## src/rtl/bcd_pkg.sv

```systemverilog
// Shared BCD definitions for the bcd2bin / bin2bcd converters.
package bcd_pkg;

    localparam int unsigned BCD_DIGITS    = 4;
    localparam int unsigned BCD_W         = 4;
    localparam int unsigned BCD_MAX_DIGIT = 9;

    typedef enum logic [1:0] {
        IDLE  = 2'd0,
        SHIFT = 2'd1,
        DONE  = 2'd2
    } bcd2bin_state_t;

    // True when any packed digit lies outside 0..9.
    function automatic logic bcd_has_invalid(input logic [BCD_DIGITS*BCD_W-1:0] d);
        logic bad;
        bad = 1'b0;
        for (int i = 0; i < BCD_DIGITS; i++) begin
            if (d[i*BCD_W +: BCD_W] > BCD_W'(BCD_MAX_DIGIT)) begin
                bad = 1'b1;
            end
        end
        return bad;
    endfunction

endpackage

```

## src/rtl/bcd_digit_sub3.sv

```systemverilog
// Reverse double-dabble digit correction: subtract 3 when the shifted digit is 8 or more.
module bcd_digit_sub3
    import bcd_pkg::*;
(
    input  logic [BCD_W-1:0] i_d,
    output logic [BCD_W-1:0] o_d_c
);

    assign o_d_c = i_d[BCD_W-1] ? (i_d - BCD_W'(3)) : i_d;

endmodule

```

## src/rtl/bcd2bin.sv

```systemverilog
// Sequential 4-digit BCD to N-bit binary converter (reverse double-dabble, one shift per clock).
module bcd2bin
    import bcd_pkg::*;
#(
    parameter int unsigned N = 14
)
(
    input  logic             clk,
    input  logic             rst,
    input  logic             start,
    input  logic [3:0]       bcd3,
    input  logic [3:0]       bcd2,
    input  logic [3:0]       bcd1,
    input  logic [3:0]       bcd0,
    output logic [N-1:0]     bin,
    output logic             busy,
    output logic             done,
    output logic             ovf,
    output logic             err
);

    localparam int unsigned B_W   = BCD_DIGITS * BCD_W;
    localparam int unsigned CNT_W = (N > 1) ? $clog2(N) : 1;

    bcd2bin_state_t   r_state, w_state_nxt;
    logic [B_W-1:0]   r_b, w_b_nxt, w_b_shift, w_b_corr, w_digits;
    logic [N-1:0]     r_r, w_r_nxt, w_r_shift;
    logic [N-1:0]     r_bin, w_bin_nxt;
    logic [CNT_W-1:0] r_cnt, w_cnt_nxt;
    logic             r_busy, w_busy_nxt;
    logic             r_done, w_done_nxt;
    logic             r_ovf, w_ovf_nxt;
    logic             r_err, w_err_nxt;
    logic             w_invalid;

    assign w_digits  = {bcd3, bcd2, bcd1, bcd0};
    assign w_invalid = bcd_has_invalid(w_digits);
    assign w_b_shift = {1'b0, r_b[B_W-1:1]};
    assign w_r_shift = {r_b[0], r_r[N-1:1]};

    for (genvar g = 0; g < BCD_DIGITS; g++) begin : g_sub3
        bcd_digit_sub3 u_sub3 (
            .i_d   (w_b_shift[g*BCD_W +: BCD_W]),
            .o_d_c (w_b_corr[g*BCD_W +: BCD_W])
        );
    end

    // Next-state and next-output logic.
    always_comb begin
        w_state_nxt = r_state;
        w_b_nxt     = r_b;
        w_r_nxt     = r_r;
        w_cnt_nxt   = r_cnt;
        w_bin_nxt   = r_bin;
        w_busy_nxt  = r_busy;
        w_done_nxt  = r_done;
        w_ovf_nxt   = r_ovf;
        w_err_nxt   = r_err;

        case (r_state)
            IDLE, DONE: begin
                if (start) begin
                    w_b_nxt    = w_digits;
                    w_r_nxt    = '0;
                    w_cnt_nxt  = '0;
                    w_done_nxt = 1'b0;
                    w_ovf_nxt  = 1'b0;
                    w_err_nxt  = 1'b0;
                    if (w_invalid) begin
                        w_state_nxt = DONE;
                        w_err_nxt   = 1'b1;
                        w_done_nxt  = 1'b1;
                        w_bin_nxt   = '0;
                    end else begin
                        w_state_nxt = SHIFT;
                        w_busy_nxt  = 1'b1;
                    end
                end
            end
            SHIFT: begin
                w_b_nxt   = w_b_corr;
                w_r_nxt   = w_r_shift;
                w_cnt_nxt = r_cnt + CNT_W'(1);
                // Leftover weight in b after N shifts means the value did not fit.
                if (r_cnt == CNT_W'(N - 1)) begin
                    w_bin_nxt   = w_r_shift;
                    w_ovf_nxt   = |w_b_corr;
                    w_busy_nxt  = 1'b0;
                    w_done_nxt  = 1'b1;
                    w_state_nxt = DONE;
                end
            end
            default: begin
                w_state_nxt = IDLE;
                w_busy_nxt  = 1'b0;
            end
        endcase
    end

    always_ff @(posedge clk) begin
        if (rst) begin
            r_state <= IDLE;
            r_b     <= '0;
            r_r     <= '0;
            r_cnt   <= '0;
            r_bin   <= '0;
            r_busy  <= 1'b0;
            r_done  <= 1'b0;
            r_ovf   <= 1'b0;
            r_err   <= 1'b0;
        end else begin
            r_state <= w_state_nxt;
            r_b     <= w_b_nxt;
            r_r     <= w_r_nxt;
            r_cnt   <= w_cnt_nxt;
            r_bin   <= w_bin_nxt;
            r_busy  <= w_busy_nxt;
            r_done  <= w_done_nxt;
            r_ovf   <= w_ovf_nxt;
            r_err   <= w_err_nxt;
        end
    end

    assign bin  = r_bin;
    assign busy = r_busy;
    assign done = r_done;
    assign ovf  = r_ovf;
    assign err  = r_err;

endmodule

```

## config.mk

```make
export PLATFORM = sky130hd
export DESIGN_NAME = bcd2bin
export DESIGN_NICKNAME = d
export VERILOG_FILES = /design/src/rtl/bcd_pkg.sv /design/src/rtl/bcd_digit_sub3.sv /design/src/rtl/bcd2bin.sv
export SDC_FILE = /design/constraint.sdc
export NUM_CORES = 1
export LEC_CHECK = 0
export ABC_CLOCK_PERIOD_IN_PS = 1700
export CAP_MARGIN = 40
export CELL_PAD_IN_SITES_DETAIL_PLACEMENT = 1
export CELL_PAD_IN_SITES_GLOBAL_PLACEMENT = 1
export CORE_MARGIN = 1
export CORE_UTILIZATION = 25
export CTS_CLUSTER_SIZE = 30
export DETAILED_ROUTE_END_ITERATION = 8
export GPL_ROUTABILITY_DRIVEN = 1
export PLACE_DENSITY_LB_ADDON = 0.1
export SETUP_SLACK_MARGIN = 0.5
export SYNTH_ARGS = -nofsm -noshare
export SYNTH_HDL_FRONTEND = slang
export SYNTH_HIERARCHICAL = 1
export SYNTH_SLANG_ARGS = --single-unit
```

## constraint.sdc

```tcl
create_clock -name clk -period 1.7 [get_ports clk]
set_input_delay 0.34 -clock clk [delete_from_list [all_inputs] [get_ports clk]]
set_output_delay 0.34 -clock clk [all_outputs]
set_load 0.01 [all_outputs]
```

* Yosys cells after proc, flatten, opt, wreduce, memory -nomap -nowiden
Index checks and enable logic that the tools add are counted.
Storage, ports and cells: latch bits 0, memory bits (writable) 0, memories kept 0, logic and storage cells 66, memory bits (read-only) 0, register bits 54
Operators by class: multiply operators 0, shift-type cells 0, $lt $le $gt $ge 4, equal/unequal tests 7, $add $sub $neg 4, bitwise operators 0, div/mod/pow operators 0, reduce and logical (&&, ||, !) cells 10, muxes and demuxes 32
Operators by type and width (number):
- $mux W14 | 4
- $pmux W14 S2 | 2
- $pmux W16 S2 | 1
- $gt A4 B4 Y1 const B | 4
- $mux W16 | 1
- $mux W4 | 4
- $reduce_or A15 Y1 | 1
- $mux W1 | 12
- $sub A4 B2 Y4 const B | 3
- $ne A2 B2 Y1 const B | 4
- $pmux W4 S2 | 1
- $mux W2 | 3
- $pmux W1 S2 | 3
- $reduce_and A2 Y1 | 3
- $reduce_and A3 Y1 | 2
- $add A4 B1 Y4 const B | 1
- $eq A4 B4 Y1 const B | 1
- $pmux W2 S2 | 1
- $reduce_and A4 Y1 | 1
- $eq A2 B1 Y1 const B | 1
- $eq A2 B2 Y1 const B | 1
- $logic_not A2 Y1 | 1
- $reduce_bool A2 Y1 | 1
- $reduce_or A2 Y1 | 1

* Logic depth before layout (Yosys ltp)
depth after elaboration 8, depth in mapped cells 7, depth with buffers taken out 6

* Hierarchy
Netlist, hierarchy kept.
By module, submodules not included:
- bcd2bin | instances 1, area each 2466.1 µm², cells each 290, sequential area each 1061.0 µm²
- bcd_digit_sub3 | instances 4, area each 62.6 µm², cells each 7, sequential area each 0.0 µm²

* Worst setup path after synthesis
Ideal clock, no wire load.
path type register to register, start point reg r_b[5], end point reg r_ovf, in the netlist ovf, clock period less this slack 1.740 ns, cell stages (with the launch flop) 7, path slack -0.040 ns, data required time 1.564 ns, setup time 0.136 ns, data arrival time 1.604 ns, cells stage by stage dfxtp_1 -> ha_1 -> nand2b_1 -> xnor2_1 -> or4_4 -> nor4_2 -> a311oi_1
On the way: longest elaborated chain between the ends 5
Ends and longest elaborated chain:
- start, declared | line bcd2bin.sv:26 | logic [B_W-1:0] r_b, w_b_nxt, w_b_shift, w_b_corr, w_digits;
- start signal, assigned | line bcd2bin.sv:113 | r_b <= w_b_nxt;
- $sub A4 B2 Y4 | line bcd_digit_sub3.sv:9 | assign o_d_c = i_d[BCD_W-1] ? (i_d - BCD_W'(3)) : i_d;
- $mux W4 | line bcd_digit_sub3.sv:9
- net w_b_corr[6] | line bcd2bin.sv:26
- $reduce_or A15 Y1 | line bcd2bin.sv:87 | w_ovf_nxt = |w_b_corr;
- $mux W1 | line bcd2bin.sv:85 | if (r_cnt == CNT_W'(N - 1)) begin
- $pmux W1 S2 | line bcd2bin.sv:60 | case (r_state)
- end signal, assigned | line bcd2bin.sv:119 | r_ovf <= w_ovf_nxt;
- end, declared | line bcd2bin.sv:32 | logic r_ovf, w_ovf_nxt;
The timed path passes the listed nets, and every way through them passes these cells. The select of a mux whose other input is x is not followed. A chain may end at the register's enable or synchronous reset.

* Worst setup path in the final report
start point reg r_b[14], end point reg r_ovf, in the netlist ovf
On the way: longest elaborated chain between the ends 3
Ends and longest elaborated chain (line):
- $reduce_or A15 Y1 | bcd2bin.sv:87
- $mux W1 | bcd2bin.sv:85
- $pmux W1 S2 | bcd2bin.sv:60
Every way passes these cells. The select of a mux whose other input is x is not followed.

==> summary.txt <==
Run status
  – Outcome: finished, final reports clean

Drt
  – DR iter-0 viols: 79
  – ANT nets after route: 0
  – Vias/cell: 5.09
  – Vias: 2740
  – Drt drc: 0
  – First-pass DRT Iterations: 4
  – Final WL: 9.37 mm
  – WL per Instance: 17.4 um

Worst setup path
  – Worst path required time: 1.89 ns
  – Setup CP Type: flip-flop to flip-flop
  – Crit path largest cell delay: 0.53 ns
  – Critical path arrival: 1.78 ns
  – Crit start category: flip-flop
  – Crit path cell chain: mux2_4, or4_4, nor4_4, a311oi_1
  – Delay-heaviest family, CP: simple AND/OR/NAND/NOR gates
  – Slowest stage cell, crit path: or4_4
  – Worst-path fanout max: 3
  – Critical path depth in cells: 4
  – CP endpoint kind: flip-flop
  – CP bufs+invs: 0
  – R2R cell count: 4

Floorplanning
  – FP Rows: 37
  – Core area: 0.0104 sq mm
  – DIE WIDTH: 106 um
  – Die height: 106 um
  – Area of the die: 0.0113 sq mm
  – Initial core utilization: 26.1%
  – Num ports: 37

GRT
  – Vias in the first global route: 2789
  – Largest net degree at the start of global routing: 22
  – Total global routing overflow: 0
  – First-pass GRT wire length: 14.7 mm
  – Initial antenna violation count: 0
  – Total GRT Usage: 16.5%

Place
  – Global placer's final weighted congestion: 0.743
  – Port Buffers: 36
  – Placed inst area: 0.00342 sq mm
  – Hpwl dp: 5.83 mm
  – Dpl cells: 495

CTS
  – Clk pin slew, worst setup/hold paths: 0.10 ns
  – Root buf cell: clkbuf_8
  – Clk sinks: 53
  – Clock Tree Buf Depth: 2
  – CTS tree: yes
  – Total CTS buffers: 5
  – Worst-Skew Late Latency: 0.31 ns
  – CTS H-tree lvls: 2
  – Hold_buf cts: 0

Synth
  – Main synth FF type: dfxtp_1
  – Number of flops mapped to enable cells by yosys: 0
  – Yosys cell types: 43
  – Cells after Synth: 318
  – Async SR Flop Fraction: 0%
  – Syn avg cell area: 8.54 sq um
  – Synth Cell Area: 0.00272 sq mm
  – Yosys reg bits: 53
  – YS warnings: 6
  – Sequential-to-total area share from yosys stat: 39.1%

Cells and area
  – Final std cells w/o fill: 538
  – Final #Nets: 426
  – Share of cells above drive strength 1: 45.5%
  – Diodes inserted: 0
  – Area grow syn2layout: 55.2%
  – # fillers: 1196
  – Fin area: 0.00422 sq mm

Power and ir drop
  – Total Power: 2660 uW
  – Max IR drop VDD: 0.326 mV
  – Pwr/cell area: 631 mW/mm^2
  – Leakage power: 0.00156 uW

STA
  – Final hold violations: 0
  – RSZ-0062 raised after global routing: true
  – Final Cycle Share: 93.6%
  – Final setup fails: 0
  – Pins Over Slew Limit: 0
  – Tmin final: 1.59 ns
  – Fmax: 0.628 GHz
  – Worst Skew: 0.00628 ns

Worst hold path
  – Hold Crit Class: primary input to flip-flop
  – Hold Path Depth: 3

Run
  – Total of max-cap violations: 0
==> Yosys cell counts (2+ instances only) <==
master,count,area (sq um)
nand4_1,14,87.6
dfxtp_1,53,1060
mux2_4,4,60.1
buf_4,3,22.5
nor4_1,2,12.5
nand2_1,28,105
nor2b_1,19,119
o211ai_1,2,15.0
or3_1,2,12.5
nand2b_1,8,50.1
buf_2,19,95.1
xor2_1,4,35.0
inv_1,2,7.51
xnor2_1,4,35.0
a22oi_1,17,128
o21ai_1,19,95.1
a21oi_1,37,185
o221ai_1,14,123
clkbuf_1,4,15.0
buf_6,3,33.8
ha_1,6,75.1
nand3_1,33,165
==> power breakdown <==
group / internal (uW) / leakage, uW / switching [uW]
clock network: 370 / 0.0000542 / 460
registers: 1280 / 0.000445 / 46.6
logic: 259 / 0.00106 / 246
==> layout make-up <==
cell class                 instances  area, sq um  area share [%]
clock buffer                       7         96.3            2.29
clock inverter                     1         5.00           0.119
inverter                           3         11.3           0.267
multi-input combinational        237         1800            42.6
sequential                        53         1110            26.4
tap                              136          170            4.04
timing repair buffer             101         1020            24.3
==> logic make-up (layout without fill, tap and decap cells) <==
logic type | count (synthesis) | in the layout | share of synthesized area [%]
other | 1 | 4 | 0.138
flip-flops | 53 | 53 | 39.1
buffers and inverters | 33 | 112 | 6.68
XOR/XNOR | 8 | 8 | 2.58
adder cells (fa/ha/maj) | 6 | 6 | 2.76
multiplexers | 4 | 4 | 2.21
AND/OR/NAND/NOR | 116 | 118 | 23.8
AO/OA/AOI/OAI | 97 | 97 | 22.8
==> flip-flops by register name, indices dropped and copies added, names as in the netlist <==
signal and count:
r_b 16, bin 14, r_r 13, r_cnt 4, r_state 2, busy 1, done 1, err 1
ovf 1
==> final timing paths <==
kind / startpoint / endpoint / slack (ns)
min: bcd1[3] / r_b[7] / 0.47
max reg2reg: r_b[14] / ovf / 0.11
max: r_b[14] / ovf / 0.11
min reg2reg: r_r[7] / r_r[6] / 0.48
==> repair_timing <==
item | CTS | global route
setup buffers | 21 | 8
cloned | 3 | 3
endpoints found under the hold margin | 0 | 0
setup endpoints to repair | 71 | 37
gates resized for setup | 147 | 43
pin swaps | 31 | 32
==> worst register-to-register path: stages (launching register included) <==
cell and delay, ns:
dfxtp_2 0.34, mux2_4 0.28, or4_4 0.53, nor4_4 0.21, a311oi_1 0.11
==> metal layers <==
layer / track usage (%) / up-vias / routed length (um)
li1: - / 1345 / -
met1: 21.7 / 1358 / 4460
met2: 28.5 / 31 / 4650
met3: 2.45 / 6 / 190
met4: 3.77 / 0 / 64
met5: 0 / - / 0
==> layout by cell type (no fill, tap or decap), types with 5 or more instances in the layout <==
| master | n |
|---|---|
| clkbuf_8 | 7 |
| dfxtp_1 | 24 |
| buf_2 | 18 |
| o221ai_2 | 5 |
| buf_6 | 10 |
| nand4_1 | 14 |
| dlygate4sd2_1 | 12 |
| dfxtp_4 | 6 |
| dfxtp_2 | 23 |
| nand3_1 | 32 |
| nor2b_1 | 18 |
| buf_4 | 37 |
| o21ai_2 | 16 |
| a22oi_1 | 14 |
| nand2_1 | 27 |
| o221ai_1 | 9 |
| a21oi_1 | 35 |
| buf_12 | 12 |
==> through the flow <==
step | TNS [ns] | utilization (%) | hold slack (ns) | setup WS, ns
after floorplan | 0 | - | 0.445 | 0.182
after global placement | -2.78 | 32.8 | 0.462 | -0.171
after detailed placement | -3.11 | 32.8 | 0.471 | -0.198
after CTS | 0 | 37.5 | 0.472 | 0.0958
after global routing | 0 | 40.5 | 0.498 | 0.0404
final | 0 | 40.5 | 0.471 | 0.108
No activity file was read; power rests on OpenSTA's default activity.
==> variant 1, RTL diff (config.mk and constraints unchanged) <==
Take the reset off `r_b` and `r_r` and load them in a clocked block of their own.
--- a/src/rtl/bcd2bin.sv
+++ b/src/rtl/bcd2bin.sv
@@ -101,6 +101,4 @@
         if (rst) begin
             r_state <= IDLE;
-            r_b     <= '0;
-            r_r     <= '0;
             r_cnt   <= '0;
             r_bin   <= '0;
@@ -111,6 +109,4 @@
         end else begin
             r_state <= w_state_nxt;
-            r_b     <= w_b_nxt;
-            r_r     <= w_r_nxt;
             r_cnt   <= w_cnt_nxt;
             r_bin   <= w_bin_nxt;
@@ -120,4 +116,9 @@
             r_err   <= w_err_nxt;
         end
+    end
+
+    always_ff @(posedge clk) begin
+        r_b <= w_b_nxt;
+        r_r <= w_r_nxt;
     end
 
Check against the original RTL: no difference found for any inputs over 10 cycles, from zero or initial values and one cycle with rst high; that may be too few to reach the edited logic, so the function may still have changed.
==> variant 1 against the unedited design <==
- critical endpoint unchanged
- total power grew 11%
- setup slack lost 130 ps
- the flow now finishes with violations (negative setup slack)
- highest routed layer unchanged
- final area shrank 1.8%
- area after synthesis shrank 3.4%
- sequential cell count is the same
- clock power grew 7.9%
- critical path depth is the same
- routed wire length shrank 17%
==> variant 1: results (changes against the unedited design) <==
Cells and area
The share of final-layout standard cells stronger than drive strength 1 is 52.4% (+6.9 points). The fraction of area in clock buffers and inverters is 2.69% (+0.29 points). The inverter count of the layout excluding clock inverters came to 15 (+12). The share of final layout cell area taken by non-clock buffers is 19.5% (-4.8 points).

The total of fill cells in the finished design is 1116 (-6.7%). The core occupancy in the finished layout came to 40.5% (about the same). The total of clock buffers placed in the layout is 6 (-1). The multi-input combinational cell count is 174 (-27%). The count of nets after finishing is 356 (-16%). The area taken by flip-flops and latches came to 1390 µm² (+25%).

Critical path
The slowest stage of the critical path belongs to the cell sky130_fd_sc_hd__or4_1. The stage delay of the slowest cell on the critical path is 560 ps (+30 ps). The data arrival at the endpoint of the critical path is 1920 ps (+140 ps).

Yosys
The fraction of the yosys area taken by sequential cells came to 51.5% (+12 points). The count of unique library cells instantiated by Yosys is 42 (-2.3%). The share of cell area taken by muxes after synthesis came to 2.29% (+0.077 points).

The area of the mapped netlist is 2630 µm² (-3.4%).

Global route
The number of global-route vias before repair is 2099 (-25%). The global routing usage on met2 came to 21.7% (-6.8 points). The global routing met3 resource utilization is 2.63% (+0.18 points). The wire length of the first global-routing pass is 11500 µm (-22%). The global-route track usage on met1 is 18.3% (-3.4 points).

STA
The final worst setup slack is -24.8 ps (-133 ps). The maximum clock skew at final layout is 14.3 ps (+8.06 ps). The count of endpoints failing setup in the final report came to 1 (+1).

Status
The flow ran to the end, but the final reports show violations. The final reports fail on negative setup slack.

Power and ir drop
The leakage power came to 1.65 nW (+5.4%). The maximum VDD drop is 0.330 mV (+1.3%).

Routing
The met3 wire length came to 186 µm (-2.1%). The met2 wire length was 3680 µm (-21%). The met1 layer wirelength in the final routing came to 3780 µm (-15%). The average routed wire per standard cell came to 16.5 µm (-5.1%). The violation count after the first detailed-route iteration was 54 (-32%).

The total number of vias is 2152 (-21%).

Place
The pre-CTS setup slack was -196 ps (+1.37 ps). The placer's final routability congestion estimate is 0.681 (-8.4%). The final HPWL from detailed placement came to 4730 µm (-19%).

Clocking
The number of gates given a new drive strength after cts is 145 (-1.4%).
==> variant 1: cell count changes after synthesis, sizes merged, moves of 16 or more <==
cell	change
nand2	+21
edfxtp	+29
buf	-16
dfxtp	-29
nand3	-16
a21oi	-27
a22oi	-16
==> variant 1: power groups by stage <==
stage	registers [mW]	clock network [mW]	logic [mW]
2_1_floorplan	1.49	0	0.229
3_3_place_gp	1.50	0	0.405
3_5_place_dp	1.50	0	0.407
4_1_cts	1.47	0.942	0.474
5_1_grt	1.49	0.982	0.624
6_report	1.48	0.897	0.576
==> variant 1: final timing paths <==
check	end	cells past startpoint	start	slack, ps
setup / recovery	ovf	4	r_b[1]	-20
hold / removal	r_b[10]	3	bcd2[2]	350
setup reg to reg	ovf	4	r_b[1]	-20
hold reg to reg	bin[5]	2	bin[5]	470
==> variant 1: critical path: cells and delay by family, from the launching register on <==
family	cells	cell delay (ps)
flip-flops	1	460
AND/OR/NAND/NOR	2	800
XOR/XNOR	1	220
AO/OA/AOI/OAI	1	130
==> variant 2, RTL diff (same settings) <==
Without the edit above. `BCD_MAX_DIGIT`: 9 -> 8.
--- a/src/rtl/bcd_pkg.sv
+++ b/src/rtl/bcd_pkg.sv
@@ -4,5 +4,5 @@
     localparam int unsigned BCD_DIGITS    = 4;
     localparam int unsigned BCD_W         = 4;
-    localparam int unsigned BCD_MAX_DIGIT = 9;
+    localparam int unsigned BCD_MAX_DIGIT = 8;
 
     typedef enum logic [1:0] {
Check against the original RTL: not equivalent (a bounded check fails within 4 cycles, from zero or initial values and one cycle with rst high).
==> variant 2 against the unedited design <==
- final area decreased by 3.4%
- area after synthesis down 6.9%
- setup slack better by 57 ps
- utilization rose by 1.2 points
- sequential cell count unchanged
- total power rose by 3.3%
- routed wire length fell by 5.3%
- count of clock-buffer cells in the layout shrank 1
- sequential share of layout area is 0.78 points higher
==> variant 2: results (changes against the unedited design) <==
Hold path
For hold timing, the worst endpoint is r_b[14].

Floorplan
The tap cell instance count is 133 (-2.2%).

Cells and area
The number of sequential cells in the layout came to 53 (unchanged). The multi-input combinational cell count is 210 (-11%). The total of clock buffers placed in the layout is 6 (-1). The count of nets after finishing is 405 (-4.9%).

The share of final layout cell area taken by non-clock buffers came to 22.6% (-1.7 points). The area used by multi-input combinational logic is 1750 µm² (-2.3%). The total of fill cells in the finished design came to 1140 (-4.7%). The total of plain and repair buffers excluding clock buffers came to 107 (+5.9%).

Yosys
After synthesis, the cell types taking the most area are sky130_fd_sc_hd__dfxtp_1, sky130_fd_sc_hd__a22oi_1, sky130_fd_sc_hd__a21oi_1, sky130_fd_sc_hd__a221oi_1, sky130_fd_sc_hd__and3_1. After synthesis, the most frequently instantiated cells are sky130_fd_sc_hd__dfxtp_1, sky130_fd_sc_hd__a21oi_1, sky130_fd_sc_hd__a22oi_1. The count of unique library cells instantiated by Yosys is 38 (-12%). The average footprint of a synthesized cell was 8.88 µm² (+3.9%). The fraction of the yosys area taken by sequential cells is 41.9% (+2.9 points).

Power and ir drop
The leakage power was 1.61 nW (+2.7%). The maximum VDD drop is 0.332 mV (+1.8%).

STA
The share of the clock period used by the worst path was 90.3% (-3.4 points). The worst hold slack after final layout is 425 ps (-45.4 ps).

Place
The instance area at placement is 3300 µm² (-3.5%). The placer's final routability congestion estimate is 0.716 (-3.7%). The instance count after placement with tap cells included is 468 (-5.5%).

Routing
The met2 wire length came to 4180 µm (-10%). The met1 layer wirelength in the final routing is 4410 µm (-1.1%). The met3 wire length is 234 µm (+23%).

The via-per-instance ratio is 4.98 (-2.2%).

Global route
The global-route track usage on met1 is 24.9% (+3.3 points). The overall track demand over capacity in global routing is 17.4% (+0.86 points). The number of global-route vias before repair is 2508 (-10%). The wire length of the first global-routing pass was 13800 µm (-6.0%).

Critical path
The launch point of the worst reg-to-reg path is r_b[9]. The stage delay of the slowest cell on the critical path is 350 ps (-180 ps). The minimum setup slack among reg-to-reg paths is 170 ps (+60 ps).

Status
The run finished with clean final reports.
variant 2: kinds of logic (layout without fill, tap and decap cells):
| kind of cell | Yosys count | count (layout) | synth area share [%] |
|---|---|---|---|
| mux | 7 | 7 | 3.61 |
| buf+inv | 26 | 118 | 5.09 |
| simple gates | 94 | 94 | 19.1 |
| flops | 53 | 53 | 41.9 |
| compound gates | 90 | 91 | 24.4 |
| fa+ha+maj | 6 | 6 | 2.97 |
| xor+xnor | 8 | 8 | 2.77 |
| other cells | 1 | 4 | 0.148 |
variant 2: what timing repair did:
action,in CTS,in global routing
hold buffers,0,0
endpoints found under the hold margin,0,0
setup endpoints to repair,71,55
pin swaps,16,45
cloned,6,2
gates resized for setup,198,46
setup buffers,24,6
variant 2: where the power goes:
group          internal, mW  switching (mW)  leakage [nW]  total [mW]
clock                 0.443           0.434        0.0554       0.877
sequential             1.27          0.0436         0.445        1.32
combinational         0.278           0.275          1.11       0.553
